**src/rtl/dcache_mem_bridge.sv**
```systemverilog
// dcache_mem_bridge
//   Bridges a data-cache line request (4 x 32-bit beats) onto a single-beat
//   memory request/response interface. Reads assemble the line into rsp_data
//   and writes stream the captured line out beat by beat. A failed beat
//   aborts the rest of the line and completes with rsp_bus_error set.
//
//   Optional build macro: DMEM_TIMEOUT_EN
//     Defined:   an 8-bit per-beat watchdog aborts a beat that has waited
//                TIMEOUT_CYCLES cycles for a handshake or a response.
//     Undefined: REQ and WAIT wait indefinitely; TIMEOUT_CYCLES is only
//                range-checked.
//
//   state | meaning
//   IDLE  | waiting for a line request
//   REQ   | presenting the current beat to memory
//   WAIT  | beat accepted, waiting for its response
//   DONE  | one-cycle completion pulse to the cache
`timescale 1ns/1ps

module dcache_mem_bridge #(
  parameter int TIMEOUT_CYCLES = 255
) (
  input  logic         clock,
  input  logic         reset,
  input  logic         req_valid,
  input  logic [148:0] req_info,
  output logic         rsp_valid,
  output logic [127:0] rsp_data,
  output logic         rsp_bus_error,
  output logic         busy,
  output logic         req_drop,
  output logic         mem_req_valid,
  input  logic         mem_req_ready,
  output logic [23:0]  mem_req_addr,
  output logic         mem_req_we,
  output logic [31:0]  mem_req_wdata,
  input  logic         mem_rsp_valid,
  input  logic [31:0]  mem_rsp_rdata,
  input  logic         mem_rsp_error
);

  typedef enum logic [1:0] {
    S_IDLE = 2'd0,
    S_REQ  = 2'd1,
    S_WAIT = 2'd2,
    S_DONE = 2'd3
  } state_t;

  state_t         state_q;
  state_t         state_d;
  logic [1:0]     beat_q;
  logic [19:0]    line_addr_q;
  logic           is_store_q;
  logic [127:0]   line_data_q;
  logic           err_q;

  logic           rsp_ok;
  logic           rsp_err;
  logic           tmo_hit;
  logic           abort;

  if (TIMEOUT_CYCLES < 1 || TIMEOUT_CYCLES > 255) begin : g_bad_timeout
    $error("dcache_mem_bridge: TIMEOUT_CYCLES must be in 1..255");
  end

  // A response only counts while a beat is outstanding.
  assign rsp_ok  = (state_q == S_WAIT) && mem_rsp_valid && !mem_rsp_error;
  assign rsp_err = (state_q == S_WAIT) && mem_rsp_valid &&  mem_rsp_error;

`ifdef DMEM_TIMEOUT_EN
  localparam logic [7:0] TMO_LAST = 8'(TIMEOUT_CYCLES - 1);

  logic [7:0] tmo_cnt_q;

  // Watchdog: restarts on every entry to REQ or WAIT, counts while there.
  always_ff @(posedge clock or negedge reset) begin
    if (!reset) begin
      tmo_cnt_q <= 8'd0;
    end else if (state_d != state_q) begin
      tmo_cnt_q <= 8'd0;
    end else if (state_q == S_REQ || state_q == S_WAIT) begin
      tmo_cnt_q <= tmo_cnt_q + 8'd1;
    end
  end

  // The last counted cycle without progress is the abort point.
  assign tmo_hit = ((state_q == S_REQ  && !mem_req_ready) ||
                    (state_q == S_WAIT && !mem_rsp_valid)) &&
                   (tmo_cnt_q == TMO_LAST);
`else
  assign tmo_hit = 1'b0;
`endif

  assign abort = rsp_err || tmo_hit;

  // State register.
  always_ff @(posedge clock or negedge reset) begin
    if (!reset) begin
      state_q <= S_IDLE;
    end else begin
      state_q <= state_d;
    end
  end

  // Next-state logic.
  always_comb begin
    state_d = state_q;
    case (state_q)
      S_IDLE: begin
        if (req_valid) state_d = S_REQ;
      end
      S_REQ: begin
        if (mem_req_ready)  state_d = S_WAIT;
        else if (tmo_hit)   state_d = S_DONE;
      end
      S_WAIT: begin
        if (rsp_ok)         state_d = (beat_q == 2'd3) ? S_DONE : S_REQ;
        else if (abort)     state_d = S_DONE;
      end
      S_DONE: begin
        state_d = S_IDLE;
      end
      default: state_d = S_IDLE;
    endcase
  end

  // Request capture, beat sequencing, read-line assembly and error flag.
  always_ff @(posedge clock or negedge reset) begin
    if (!reset) begin
      beat_q      <= 2'd0;
      line_addr_q <= 20'd0;
      is_store_q  <= 1'b0;
      line_data_q <= 128'd0;
      rsp_data    <= 128'd0;
      err_q       <= 1'b0;
    end else begin
      case (state_q)
        S_IDLE: begin
          if (req_valid) begin
            line_addr_q <= req_info[148:129];
            is_store_q  <= req_info[128];
            line_data_q <= req_info[127:0];
            beat_q      <= 2'd0;
            rsp_data    <= 128'd0;
            err_q       <= 1'b0;
          end
        end
        S_REQ, S_WAIT: begin
          if (abort) begin
            rsp_data <= 128'd0;
            err_q    <= 1'b1;
          end else if (rsp_ok) begin
            if (!is_store_q) rsp_data[{beat_q, 5'd0} +: 32] <= mem_rsp_rdata;
            beat_q <= beat_q + 2'd1;
          end
        end
        S_DONE: begin
          err_q <= 1'b0;
        end
        default: ;
      endcase
    end
  end

  // Sticky overrun flag: any request seen outside IDLE is lost.
  always_ff @(posedge clock or negedge reset) begin
    if (!reset) begin
      req_drop <= 1'b0;
    end else if (req_valid && state_q != S_IDLE) begin
      req_drop <= 1'b1;
    end
  end

  // Outputs decoded purely from registered state.
  always_comb begin
    busy          = (state_q != S_IDLE);
    mem_req_valid = (state_q == S_REQ);
    rsp_valid     = (state_q == S_DONE);
    rsp_bus_error = (state_q == S_DONE) && err_q;
    mem_req_addr  = {line_addr_q, beat_q, 2'b00};
    mem_req_we    = is_store_q;
    mem_req_wdata = is_store_q ? line_data_q[{beat_q, 5'd0} +: 32] : 32'd0;
  end

endmodule

```
**config.mk**
```make
export PLATFORM = sky130hd
export DESIGN_NAME = dcache_mem_bridge
export DESIGN_NICKNAME = d
export VERILOG_FILES = /design/src/rtl/dcache_mem_bridge.sv
export SDC_FILE = /design/constraint.sdc
export NUM_CORES = 1
export LEC_CHECK = 0
export ABC_AREA = 1
export BUFFER_PORTS_ARGS = -buffer_cell sky130_fd_sc_hd__buf_2
export CAP_MARGIN = 30
export CORE_MARGIN = 2
export CORE_UTILIZATION = 45
export CTS_CLUSTER_SIZE = 16
export DETAILED_ROUTE_END_ITERATION = 10
export PLACE_DENSITY = 0.74
export SYNTH_ARGS = -nofsm -noshare
export SYNTH_HDL_FRONTEND = slang
export SYNTH_SLANG_ARGS = --single-unit
```
**constraint.sdc**
```tcl
create_clock -name clock -period 1.9 [get_ports clock]
set_input_delay 0.095 -clock clock [delete_from_list [all_inputs] [get_ports clock]]
set_output_delay 0.095 -clock clock [all_outputs]
set_load 0.05 [all_outputs]
```
==> results of run 1 <==
[where the power goes]
part | internal (mW) | total [mW] | switching (mW)
Combinational | 8.03 | 22.7 | 14.7
Clock | 4.03 | 6.60 | 2.57
Sequential | 8.22 | 9.80 | 1.58
Total | 20.3 | 39.1 | 18.8
[sequential cells by signal (all words and copies together) (netlist names)]
signal	cells
beat_q	2
err_q	1
line_addr_q	20
line_data_q	128
mem_req_we	1
req_drop	1
rsp_data	128
state_q	2
[through the flow]
step           setup WS, ns  instances  hold WS [ns]  area (um^2)
2_1_floorplan      0.005878       1495       -0.2006        13610
3_3_place_gp       -0.01098       2206       0.05329        15940
3_5_place_dp       -0.08954       2206       0.05338        15940
4_1_cts             -0.2468       2464       0.05223        19580
5_1_grt             -0.4105       2483       0.08744        20220
6_report            -0.3757       2484       0.05925        20220
[cell usage in the layout, fill, tap and decap left out, drive strengths merged]
cell,count
a21oi,33
buf,440
bufbuf,1
bufinv,6
clkbuf,49
clkinv,6
clkinvlp,2
conb,2
dfrtp,283
diode,4
dlygate4sd3,187
ha,10
inv,60
mux2,148
nand2,416
nand3,73
nand4,5
nor2,266
nor3,32
o21ai,70
o21bai,1
[Yosys cell counts (all sizes together)]
master | n | area [um^2]
clkbuf | 25 | 93.84
conb | 1 | 3.750
o21ai | 70 | 350.3
ha | 10 | 125.1
nor3 | 32 | 160.2
nand4 | 5 | 31.28
a21oi | 33 | 165.2
nand3 | 73 | 375.4
buf | 71 | 515.5
mux2 | 148 | 1667
nor2 | 265 | 1026
nand2 | 416 | 1592
inv | 60 | 225.2
o21bai | 1 | 7.510
dfrtp | 283 | 7082
clkinv | 1 | 3.750
[kinds of logic (layout without fill, tap and decap cells)]
| logic type | count (synthesis) | count (layout) |
|---|---|---|
| flip-flops | 283 | 283 |
| adder cells (fa/ha/maj) | 10 | 10 |
| multiplexers | 148 | 148 |
| AND/OR/NAND/NOR | 791 | 792 |
| buffers and inverters | 157 | 751 |
| other | 1 | 6 |
| AO/OA/AOI/OAI | 104 | 104 |
[how the worst max path moves through the flow]
stage	start	endpoint
6_report	beat_q[0]$_DFFE_PN0P_	mem_req_wdata[20]
4_1_cts	beat_q[0]$_DFFE_PN0P_	mem_req_wdata[20]
2_1_floorplan	state_q[0]$_DFFE_PN0P_	rsp_data[10]$_DFFE_PN0P_
5_1_grt	beat_q[0]$_DFFE_PN0P_	mem_req_wdata[28]
3_3_place_gp	beat_q[0]$_DFFE_PN0P_	rsp_data[90]$_DFFE_PN0P_
3_5_place_dp	beat_q[0]$_DFFE_PN0P_	rsp_data[92]$_DFFE_PN0P_
[what timing repair did]
action,4_1_cts,5_1_grt
hold buffers,187,0
pin swaps,11,75
setup buffers,6,10
gates cloned,9,9
resized for setup,130,158
hold endpoints to repair,476,0
endpoints found under the setup margin,53,154
[area by class of cell]
| cell class | count | area [um^2] |
|---|---|---|
| Fill cell | 2048 | 9258 |
| Sequential cell | 283 | 7087 |
| Multi-Input combinational cell | 1056 | 6148 |
| Timing Repair Buffer | 634 | 5132 |
| Clock buffer | 43 | 879.6 |
| Tap cell | 390 | 488.0 |
| Inverter | 61 | 245.2 |
| Clock inverter | 13 | 232.7 |
| Antenna cell | 4 | 10.01 |
[worst max-delay path, delay by kind of cell, from the launching register on]
kind                   cells  cell delay [ns]
and+or+nand+nor            2             0.19
buffers and inverters      3             0.56
DFF                        1             0.51
AOI/OAI and AO/OA          2             0.36
[routing by layer]
metal  part of all wire  global-route usage  vias to the layer above
met5                  0                   0                        -
met4              0.057              0.1522                        0
met3              0.098             0.07088                      201
met2               0.49              0.5480                      922
met1               0.36              0.3683                     6470
li1                   -                   -                     5927
==> impl.org, run 1 <==
** Outcome
- The run finished, with violations left.
- The checks that failed: setup timing.

** Clock tree
- Clock latency on the worst-skew pair :: 0.57 ns
- In this run the clock root is driven by a sky130_fd_sc_hd__clkbuf_16.
- The longest clock path from root to sink contains 3 buffers.
- TritonCTS clock tree :: done
- Number of buffers added by the clock tree synthesis step :: 30
- Number of H-tree branching levels :: 1
- Clock-pin slew was measured on the worst setup and hold paths at about 0.06 ns.
- Number of sinks on the clock net :: 283

** Yosys
- Synthesis inferred around 280 register bits.
- Multiplexer share of the synthesized area :: 0.1242
- In this run the mean area of a mapped cell was between 8 and 9 um^2.
- The post-synthesis compound-gate area fraction is 0.03896.
- Yosys printed 0 warnings.
- The synthesized netlist contains 25 unique library cells.
- Simple logic cell fraction of the synthesized area :: 0.2372
- Of the total synthesized cell area, the portion taken by full adders, half adders and majority gates is 0.009321.
- Part of the Yosys area used for sequential elements :: 0.5276
- Post-Syn Area :: roughly 13000 um^2
- Dominant combinational cell family by area after synthesis :: simple AND/OR/NAND/NOR gates
- Xor/xnor share of the synthesized area :: 0
- The cell count after synthesis came out at about 1500.

** Finish
- Syn-to-layout area delta :: 50.66%
- Final core area utilization :: 0.6860
- In the final layout, the share of cells above drive strength 1 is 0.3904.
- Final net count :: 2263

** Global route
- Entering global routing, the biggest net connects 66 pins.
- Wire length of the first global-routing pass :: between 70000 and 80000 um
- For this run the aggregate overflow at the end of global routing stands at 0.
- Total track usage :: 0.3152
- Number of global-route vias before repair :: between 10000 and 15000
- The initial antenna violation count came to 4.

** Floorplan
- Die Ht :: 176.7 um
- In this run the core area contains 63 standard-cell rows.
- Die Outline Area :: approximately 31000 um^2
- X dimension of the die :: 176.7 um
- Initial cell density of the core :: 0.4553
- Core ar. :: about 30000 um^2
- Top Ports :: ~380

** Critical path
- Critical-path top delay cell :: sky130_fd_sc_hd__dfrtp_4
- Worst setup EP type :: primary output
- The endpoint identified for the worst register-to-register timing path is rsp_data[120]$_DFFE_PN0P_.
- For the worst setup path, the data required time is between 1.5 and 2 ns.
- Worst-path fanout max :: 9
- The largest single stage delay on the critical path is 0.51 ns.
- In this run the critical register-to-register path is launched from beat_q[0]$_DFFE_PN0P_.
- Data arrival time of the critical path :: about 2.2 ns
- Category of the most critical setup path :: reg2out
- Cell Chain, Critical Path :: buf_4, buf_6, nor2_1, nor2_1, o21ai_1, a21oi_2, buf_6
- For flop-to-flop paths, the worst setup slack is -0.20 ns.
- Startpoint class of the critical path :: flip-flop
- For the worst flop-to-flop path, the logic depth is 12.

** Worst hold path
- The worst hold path belongs to the class in2async.

** STA
- In the finished design, the share of the clock period the worst path needs comes to 1.198.
- Final Hold Viols :: 0
- Setup repair after global routing missed its margin :: yes
- Upper clock frequency limit :: around 0.44 GHz
- Total Neg Setup Slack :: -18.02 ns
- Count of endpoints failing setup in the final report :: between 90 and 100
- The total count of max-transition violations in the final report is 0.
- Final Skew :: approximately 0.016 ns
- Once routing completed, OpenROAD measured the worst setup slack at -0.3757 ns.
- After layout, the minimum clock period comes to about 2.3 ns.

** Placement
- The HPWL after detailed placement is 27950 um.
- Input/output buffers :: 374
- Gpl congestion :: between 0.9 and 1

** Routing
- Via density per instance :: around 5.4
- Detail-routed net length per standard cell :: between 20 and 25 um
- For this run, design rule violations remaining after detail routing come to 0.
- After detailed routing, the total wire length is ~53000 um.
- The pre-antenna-repair detailed-routing pass consisted of 5 iterations.
- Number of DRC markers in iteration 0 :: 1269
- Via count :: between 10000 and 15000
- Once detail routing completed, the nets flagged for antenna violations numbered 0.

** Power
- Pwr Total :: approximately 40 mW
- Static leakage power :: between 10 and 15 nW
- Power density over cell area :: roughly 1900 nW/um^2
- IR analysis of the VDD net gives a maximum drop of between 0.0015 and 0.002 V.

** Job
- Across the run, the number of max-cap violations was 0.
(Power assumes the default switching activity.)
==> run 2, diff against run 1 <==
REMOVE_ABC_BUFFERS = 1   (was unset)
==> impl.org, run 2 (same netlist as run 1, synthesis figures left out) <==
** Outcome
- Status :: finished, violations left
- Violations in the final reports :: setup timing

** Global route
- The number of global-route vias before repair came to 13920 (+1.0%).
- Antenna violations before repair :: 1 (-3)
- The overflow left after global routing was 0 (unchanged).
- Wire length of the first global-routing pass :: 76920 um (+0.52%)
- Total track usage :: 0.3164 (+0.001220)
- The largest net degree at the start of global routing is 77 (+17%).

** Finish
- Register cell area after layout :: 7087 um^2 (unchanged)
- The library cell used most frequently in the layout, excluding fill and tap cells, is sky130_fd_sc_hd__nand2_1.
- Final core area utilization :: 0.6777 (-0.008233)
- Commonest cells after routing, fill and taps aside :: sky130_fd_sc_hd__nand2_1 (406), sky130_fd_sc_hd__buf_2 (341), sky130_fd_sc_hd__dfrtp_1 (281)
- Syn-to-layout area delta :: 48.85%
- Top Registers :: line_data_q x128, rsp_data x128, line_addr_q x20
- The area of the multi-input gates was 5822 um^2 (-5.3%).
- Summed area of non-filler cells in the final layout :: 19980 um^2 (-1.2%)
- Share of layout cells above drive strength 1 :: 0.3534 (-0.03702)
- The fill cell total of the finished layout came to 2087 (+1.9%).
- Final net count :: 2283 (+0.88%)

** Clock tree
- TritonCTS built the clock tree.
- Number of H-tree branching levels :: 1 (unchanged)
- Clock slew seen by the registers of the worst setup and hold paths :: 0.06 ns (about the same)
- The maximum clock insertion buffer count is 3 (unchanged).
- The clock sink count is 283 (unchanged).
- Number of buffers added by the clock tree synthesis step :: 30 (unchanged)
- The cell sitting at the root of the clock tree is a sky130_fd_sc_hd__clkbuf_16.
- The insertion delay of the later-clocked pin in the worst-skew pair is 0.57 ns (about the same).

** Floorplan
- X dimension of the die :: 176.7 um (unchanged)
- The die outline area is 31230 um^2 (unchanged).
- Die Ht :: 176.7 um (unchanged)
- Top Ports :: 377 (unchanged)
- The starting density of the core was 0.4553 (unchanged).
- Standard-cell row count :: 63 (unchanged)
- Core ar. :: 29480 um^2 (unchanged)

** Critical path
- The slowest stage of the critical path is the sky130_fd_sc_hd__dfrtp_4 cell.
- Data arrival time of the critical path :: 2.21 ns (+0.03 ns)
- The signal on the critical path passes through buf_12, nor2_1, nor2_1, o21ai_0, a21oi_1, buf_4.
- Crit-path max cell delay :: 0.48 ns (-0.03 ns)
- Worst reg2reg endpoint :: rsp_data[69]$_DFFE_PN0P_
- The worst endpoint required time was 1.80 ns (about the same).
- Category of cells accounting for the largest share of critical-path delay :: flip-flops
- The depth of the most critical reg-to-reg path is 12 (unchanged).
- The cell that appears most often on the critical path is sky130_fd_sc_hd__nor2_1.
- The startpoint identified for the worst register-to-register timing path is beat_q[0]$_DFFE_PN0P_.
- STA classifies the critical path startpoint as a flip-flop.
- The number of buffers and inverters on the critical path is 2 (-1).
- The biggest fanout along the worst timing path was 34 (+25).
- The slack of the worst reg-to-reg path was -0.29 ns (-0.09 ns).
- STA classifies the critical path endpoint as a primary output.
- By startpoint and endpoint, the worst setup path is classified as reg2out.

** STA
- Post-route fraction of the period consumed by the critical path :: 1.211 (+0.01320)
- Count of endpoints failing setup in the final report :: 109 (+14%)
- At the pin with the least slew margin, the transition time is between 0.6 and 0.7 ns.
- The number of hold violations in the final report came to 0 (unchanged).
- Total Neg Setup Slack :: -17.86 ns (+0.1605 ns)
- The minimum period implied by the final worst setup slack is 2.301 ns (+0.02508 ns).
- Count of final max-slew check failures :: 0 (unchanged)
- Upper clock frequency limit :: 0.4346 GHz (-1.1%)
- Setup slack after layout :: -0.4008 ns (-0.02508 ns)
- Tightest slew margin relative to the limit :: 0.5478
- Final Skew :: 0.01943 ns (+0.003473 ns)
- Setup repair after global routing could not meet its margin everywhere.

** Routing
- The detailed-route wire length per cell came to 21.35 um (+0.36%).
- Number of DRC markers in iteration 0 :: 1542 (+22%)
- Via count :: 13650 (+0.98%)
- The number of detailed-route iterations in the first pass is 5 (unchanged).
- Total DRC errors in the routed layout :: 0 (unchanged)
- Via density per instance :: 5.461 (+0.34%)
- The total wirelength of the detailed-routed design is 53360 um (+1.0%).
- Count of nets left with antenna violations after detail routing :: 0 (unchanged)

** Placement
- Final HPWL DP :: 27300 um (-2.3%)
- Minimum setup slack after placement :: -0.04292 ns (+0.04662 ns)
- Gpl congestion :: 0.8349 (-10%)
- The cell area after placement came to 15990 um^2 (+0.30%).
- Input/output buffers :: 374 (unchanged)

** Job
- The total of max-cap violations is 0 (unchanged).

** Power
- Static leakage power :: 10.19 nW (about the same)
- The worst supply voltage drop on vdd came to 0.001878 V (+15%).
- The power density normalized to cell area came to 1922 nW/um^2 (-0.65%).
- The sum of internal, switching and leakage power came to 38.41 mW (-1.8%).

** Worst hold path
- The tightest min-delay check is of the in2async type.
run 2: power breakdown:
| part | total [mW] | leakage (nW) | switching [mW] | internal, mW |
|---|---|---|---|---|
| clock network | 6.26 | 0.487 | 2.57 | 3.68 |
| registers | 9.78 | 3.60 | 1.55 | 8.22 |
| logic | 22.4 | 6.10 | 14.5 | 7.83 |
run 2: final cells by class:
type	instances	share of cell area
flip-flops and latches	283	0.3547
multi-input cells	1055	0.2914
repair buffers	655	0.2666
clock buffers	45	0.04346
well taps	390	0.02442
inverters	61	0.01158
clock inverters	9	0.007640
diodes	2	0.0002505
run 2: through the flow:
step	hold WS, ns	cells
4_1_cts	0.1474	2480
3_3_place_gp	0.1316	2227
3_5_place_dp	0.1399	2227
2_1_floorplan	-0.2006	1399
6_report	0.1587	2500
5_1_grt	0.1803	2499
run 2: timing repair:
action	4_1_cts	5_1_grt
setup buffers	5	10
pin swaps	19	23
gates resized for setup	109	88
endpoints found under the hold margin	313	0
setup endpoints to repair	73	160
cloned	8	9
hold buffers	186	0
run 2: layer usage:
layer  wire [um]  share of wire  track usage  vias to the layer above
met1       19650           0.37       0.3832                     6480
met5           0              0            0                        -
li1            -              -            -                     5963
met2       25910           0.49       0.5465                      965
met4        2958          0.055       0.1374                        0
met3        4840          0.091      0.06508                      245
run 2: worst max-delay path by stage:
stage / startpoint / to / slack, ns / cells after the start
after detailed placement: state_q[1]$_DFFE_PN0P_ / rsp_data[105]$_DFFE_PN0P_ / -0.04 / 8
final: beat_q[0]$_DFFE_PN0P_ / mem_req_wdata[26] / -0.40 / 6
after global routing: beat_q[0]$_DFFE_PN0P_ / mem_req_wdata[31] / -0.44 / 6
after global placement: state_q[1]$_DFFE_PN0P_ / rsp_data[104]$_DFFE_PN0P_ / -0.0004 / 8
after CTS: beat_q[0]$_DFFE_PN0P_ / mem_req_wdata[9] / -0.27 / 6
after floorplan: beat_q[0]$_DFFE_PN0P_ / rsp_data[64]$_DFFE_PN0P_ / -4.12 / 8
==> run 3, diff against run 2 <==
CAP_MARGIN = 10   (was 30)
PLACE_DENSITY = 0.71   (was 0.74)
clock period = 2.7 ns   (was 1.9 ns; I/O delays follow)
==> impl.org, run 3 (same netlist as run 1, synthesis figures left out) <==
** Outcome
- The run finished with clean final reports.

** Critical path
- Buffers plus inverters on the worst setup path :: 4 (+2)
- Worst reg2reg endpoint :: mem_req_we$_DFFE_PN0P_
- Worst-path fanout max :: 32 (-5.9%)
- Category of the most critical setup path :: reg2out
- Critical-path top delay cell :: sky130_fd_sc_hd__dfrtp_1
- Crit-path max cell delay :: 0.38 ns (-0.10 ns)
- Data required time of the critical path :: 2.57 ns (+0.77 ns)
- Number of cell instances on the worst register-to-register path :: 7 (-5)
- Startpoint class of the critical path :: flip-flop
- The endpoint arrival time on the critical path is 2.50 ns (+0.29 ns).
- On the critical path the largest part of the delay comes from buffers and inverters.
- STA classifies the critical path endpoint as a primary output.
- Startpoint of the lowest-slack register-to-register path :: state_q[1]$_DFFE_PN0P_
- Traced cell by cell, the critical path runs through buf_8, inv_1, buf_6, nor2_1, o21ai_0, a21oi_1, clkbuf_4.
- Slack of the worst reg-to-reg path :: 0.32 ns (+0.61 ns)

** Routing
- The mean number of vias per cell was 5.200 (-4.8%).
- The total wirelength of the detailed-routed design was 44730 um (-16%).
- Number of optimization iterations in the first detailed-route pass :: 6 (+1)
- Count of nets left with antenna violations after detail routing :: 0 (unchanged)
- Detail-routed net length per standard cell :: 18.40 um (-14%)
- Via count :: 12640 (-7.4%)
- The number of design-rule violations left by the first detailed-router iteration came to 862 (-44%).
- Total DRC errors in the routed layout :: 0 (unchanged)

** Power
- The reported leakage power was 9.545 nW (-6.3%).
- The worst supply voltage drop on vdd came to 0.0009038 V (-52%).
- The power density normalized to cell area came to 1278 nW/um^2 (-34%).

** Placement
- Final HPWL DP :: 26160 um (-4.2%)
- Gpl congestion :: 0.8661 (+3.7%)
- The number of buffers inserted by port buffering was 374 (unchanged).

** Global route
- Antenna violations before repair :: 3 (+2)
- Grt total ovfl :: 0 (unchanged)
- The largest net degree at the start of global routing is 148 (+92%).
- The all-layer global routing usage was 0.2833 (-0.03312).
- Wire length of the first global-routing pass :: 69860 um (-9.2%)
- The number of global-route vias before repair was 12980 (-6.7%).

** STA
- The setup TNS was 0 ns (+17.86 ns).
- Final Skew :: 0.008098 ns (-0.01133 ns)
- Final Hold Viols :: 0 (unchanged)
- The worst relative slew slack was 0.3969 (-0.1508).
- The total count of max-transition violations in the final report is 0 (unchanged).
- The transition at the pin with the smallest max-transition slack was 0.9046 ns (+0.2262 ns).
- Based on the critical path, the design can be clocked at up to between 0.3 and 0.4 GHz.
- Count of endpoints failing setup in the final report :: 0 (-100%)
- In the finished design, the share of the clock period the worst path needs comes to 0.9760.
- Setup repair after global routing left no endpoint under its margin.
- Final Critical Period :: 2.635 ns

** Finish
- Final net count :: 2214 (-3.0%)
- Share of layout cells above drive strength 1 :: 0.3018 (-0.05165)
- In the layout the commonest cells are sky130_fd_sc_hd__nand2_1 (408), sky130_fd_sc_hd__buf_2 (369), sky130_fd_sc_hd__dfrtp_1 (282).
- Leaving out fill and tap cells, the most frequent cell in the layout is sky130_fd_sc_hd__nand2_1.
- Syn-to-layout area delta :: 37.34%
- Top Registers :: line_data_q x128, rsp_data x128, line_addr_q x20
- The final core utilization came to 0.6253 (-0.05241).

** Worst hold path
- Worst hold-check path type :: in2reg
- Worst hold path depth :: 6
- Source of the worst hold timing path :: mem_rsp_valid
- Sink of the worst hold path :: state_q[1]$_DFFE_PN0P_

** Clock tree
- TritonCTS clock tree :: done
- Root buffer cell :: sky130_fd_sc_hd__clkbuf_16
- Clock latency on the worst-skew pair :: 0.56 ns (about the same)
- The TritonCTS buffer count came to 30 (unchanged).
- Maximum clock path buffer count :: 3 (unchanged)
- Number of sinks on the clock net :: 283 (unchanged)
- The clock-pin slew reported for the worst setup and hold paths after clock tree synthesis was 0.06 ns (about the same).
- The number of H-tree levels is 1 (unchanged).
- Setup Buffers After CTS :: 0 (-5)

** Floorplan
- The die boundary width was 176.7 um (unchanged).
- Die Outline Area :: 31230 um^2 (unchanged)
- Initial cell density of the core :: 0.4553 (unchanged)
- The core region area is 29480 um^2 (unchanged).
- The number of placed I/O pins was 377 (unchanged).
- The cell row count came to 63 (unchanged).
- Die Ht :: 176.7 um (unchanged)

** Job
- The total of max-cap violations was 0 (unchanged).
run 3: changes by cell type in the layout (fill, tap and decap cells not counted), sizes merged:
cell         before  now
bufbuf            1    0
diode             2    3
clkbuf           53   41
clkinv            2    7
dlygate4sd3     186  185
buf             460  397
bufinv            4    6
run 3: what timing repair did:
action,in CTS,in global routing
endpoints found under the hold margin,237,0
gates resized for setup,0,10
hold buffers,185,0
setup endpoints to repair,0,16
run 3: through the flow:
step	hold slack, ns	instances	power, mW	setup WS [ns]	area, um^2
5_1_grt	0.05395	2431	24.80	0.0003879	18440
4_1_cts	0.00006006	2428	23.21	0.008845	18400
3_5_place_dp	0.1090	2190	18.50	0.3295	15500
3_3_place_gp	0.09644	2190	18.24	0.4342	15500
2_1_floorplan	-0.1606	1399	14.83	-3.316	12820
6_report	0.02244	2431	23.57	0.06470	18440
run 3: per-layer routing:
| layer | vias to the layer above | global-route usage | wire (um) | part of all wire |
|---|---|---|---|---|
| met4 | 0 | 0.1281 | 2004 | 0.045 |
| li1 | 5807 | - | - | - |
| met5 | - | 0 | 0 | 0 |
| met3 | 136 | 0.06443 | 3723 | 0.083 |
| met2 | 610 | 0.4847 | 21790 | 0.49 |
| met1 | 6087 | 0.3409 | 17210 | 0.38 |
run 3: power breakdown:
group	total (mW)	internal (mW)	switching (mW)	leakage [nW]
logic	12.4	3.55	8.90	5.44
clock network	4.43	2.68	1.75	0.508
registers	6.69	5.78	0.906	3.60
run 3: layout make-up:
type,instances,area [um^2]
fill,2292,11050
sequential,283,7086
multi-input combinational,1055,5527
timing repair buffer,586,4053
clock buffer,37,808.3
tap,390,488.0
clock inverter,16,237.7
inverter,61,229.0
antenna,3,7.507
run 3: how the worst max path moves through the flow:
stage | slack [ns] | start | cells past startpoint | end
5_1_grt | 0.0004 | beat_q[1]$_DFFE_PN0P_ | 7 | mem_req_wdata[3]
6_report | 0.06 | beat_q[1]$_DFFE_PN0P_ | 7 | mem_req_wdata[3]
3_3_place_gp | 0.43 | state_q[0]$_DFFE_PN0P_ | 8 | rsp_data[101]$_DFFE_PN0P_
3_5_place_dp | 0.33 | state_q[0]$_DFFE_PN0P_ | 8 | rsp_data[102]$_DFFE_PN0P_
4_1_cts | 0.009 | beat_q[1]$_DFFE_PN0P_ | 7 | mem_req_wdata[6]
2_1_floorplan | -3.32 | beat_q[0]$_DFFE_PN0P_ | 8 | rsp_data[64]$_DFFE_PN0P_
run 3: worst reg2reg max path: stages, from the launching register on:
cell	delay, ns
sky130_fd_sc_hd__dfrtp_1	0.41
sky130_fd_sc_hd__inv_1	0.12
sky130_fd_sc_hd__ha_1	0.36
sky130_fd_sc_hd__nand2_8	0.11
sky130_fd_sc_hd__nor2_1	0.10
sky130_fd_sc_hd__dlygate4sd3_1	0.55
sky130_fd_sc_hd__a21oi_1	0.05
sky130_fd_sc_hd__dlygate4sd3_1	0.57
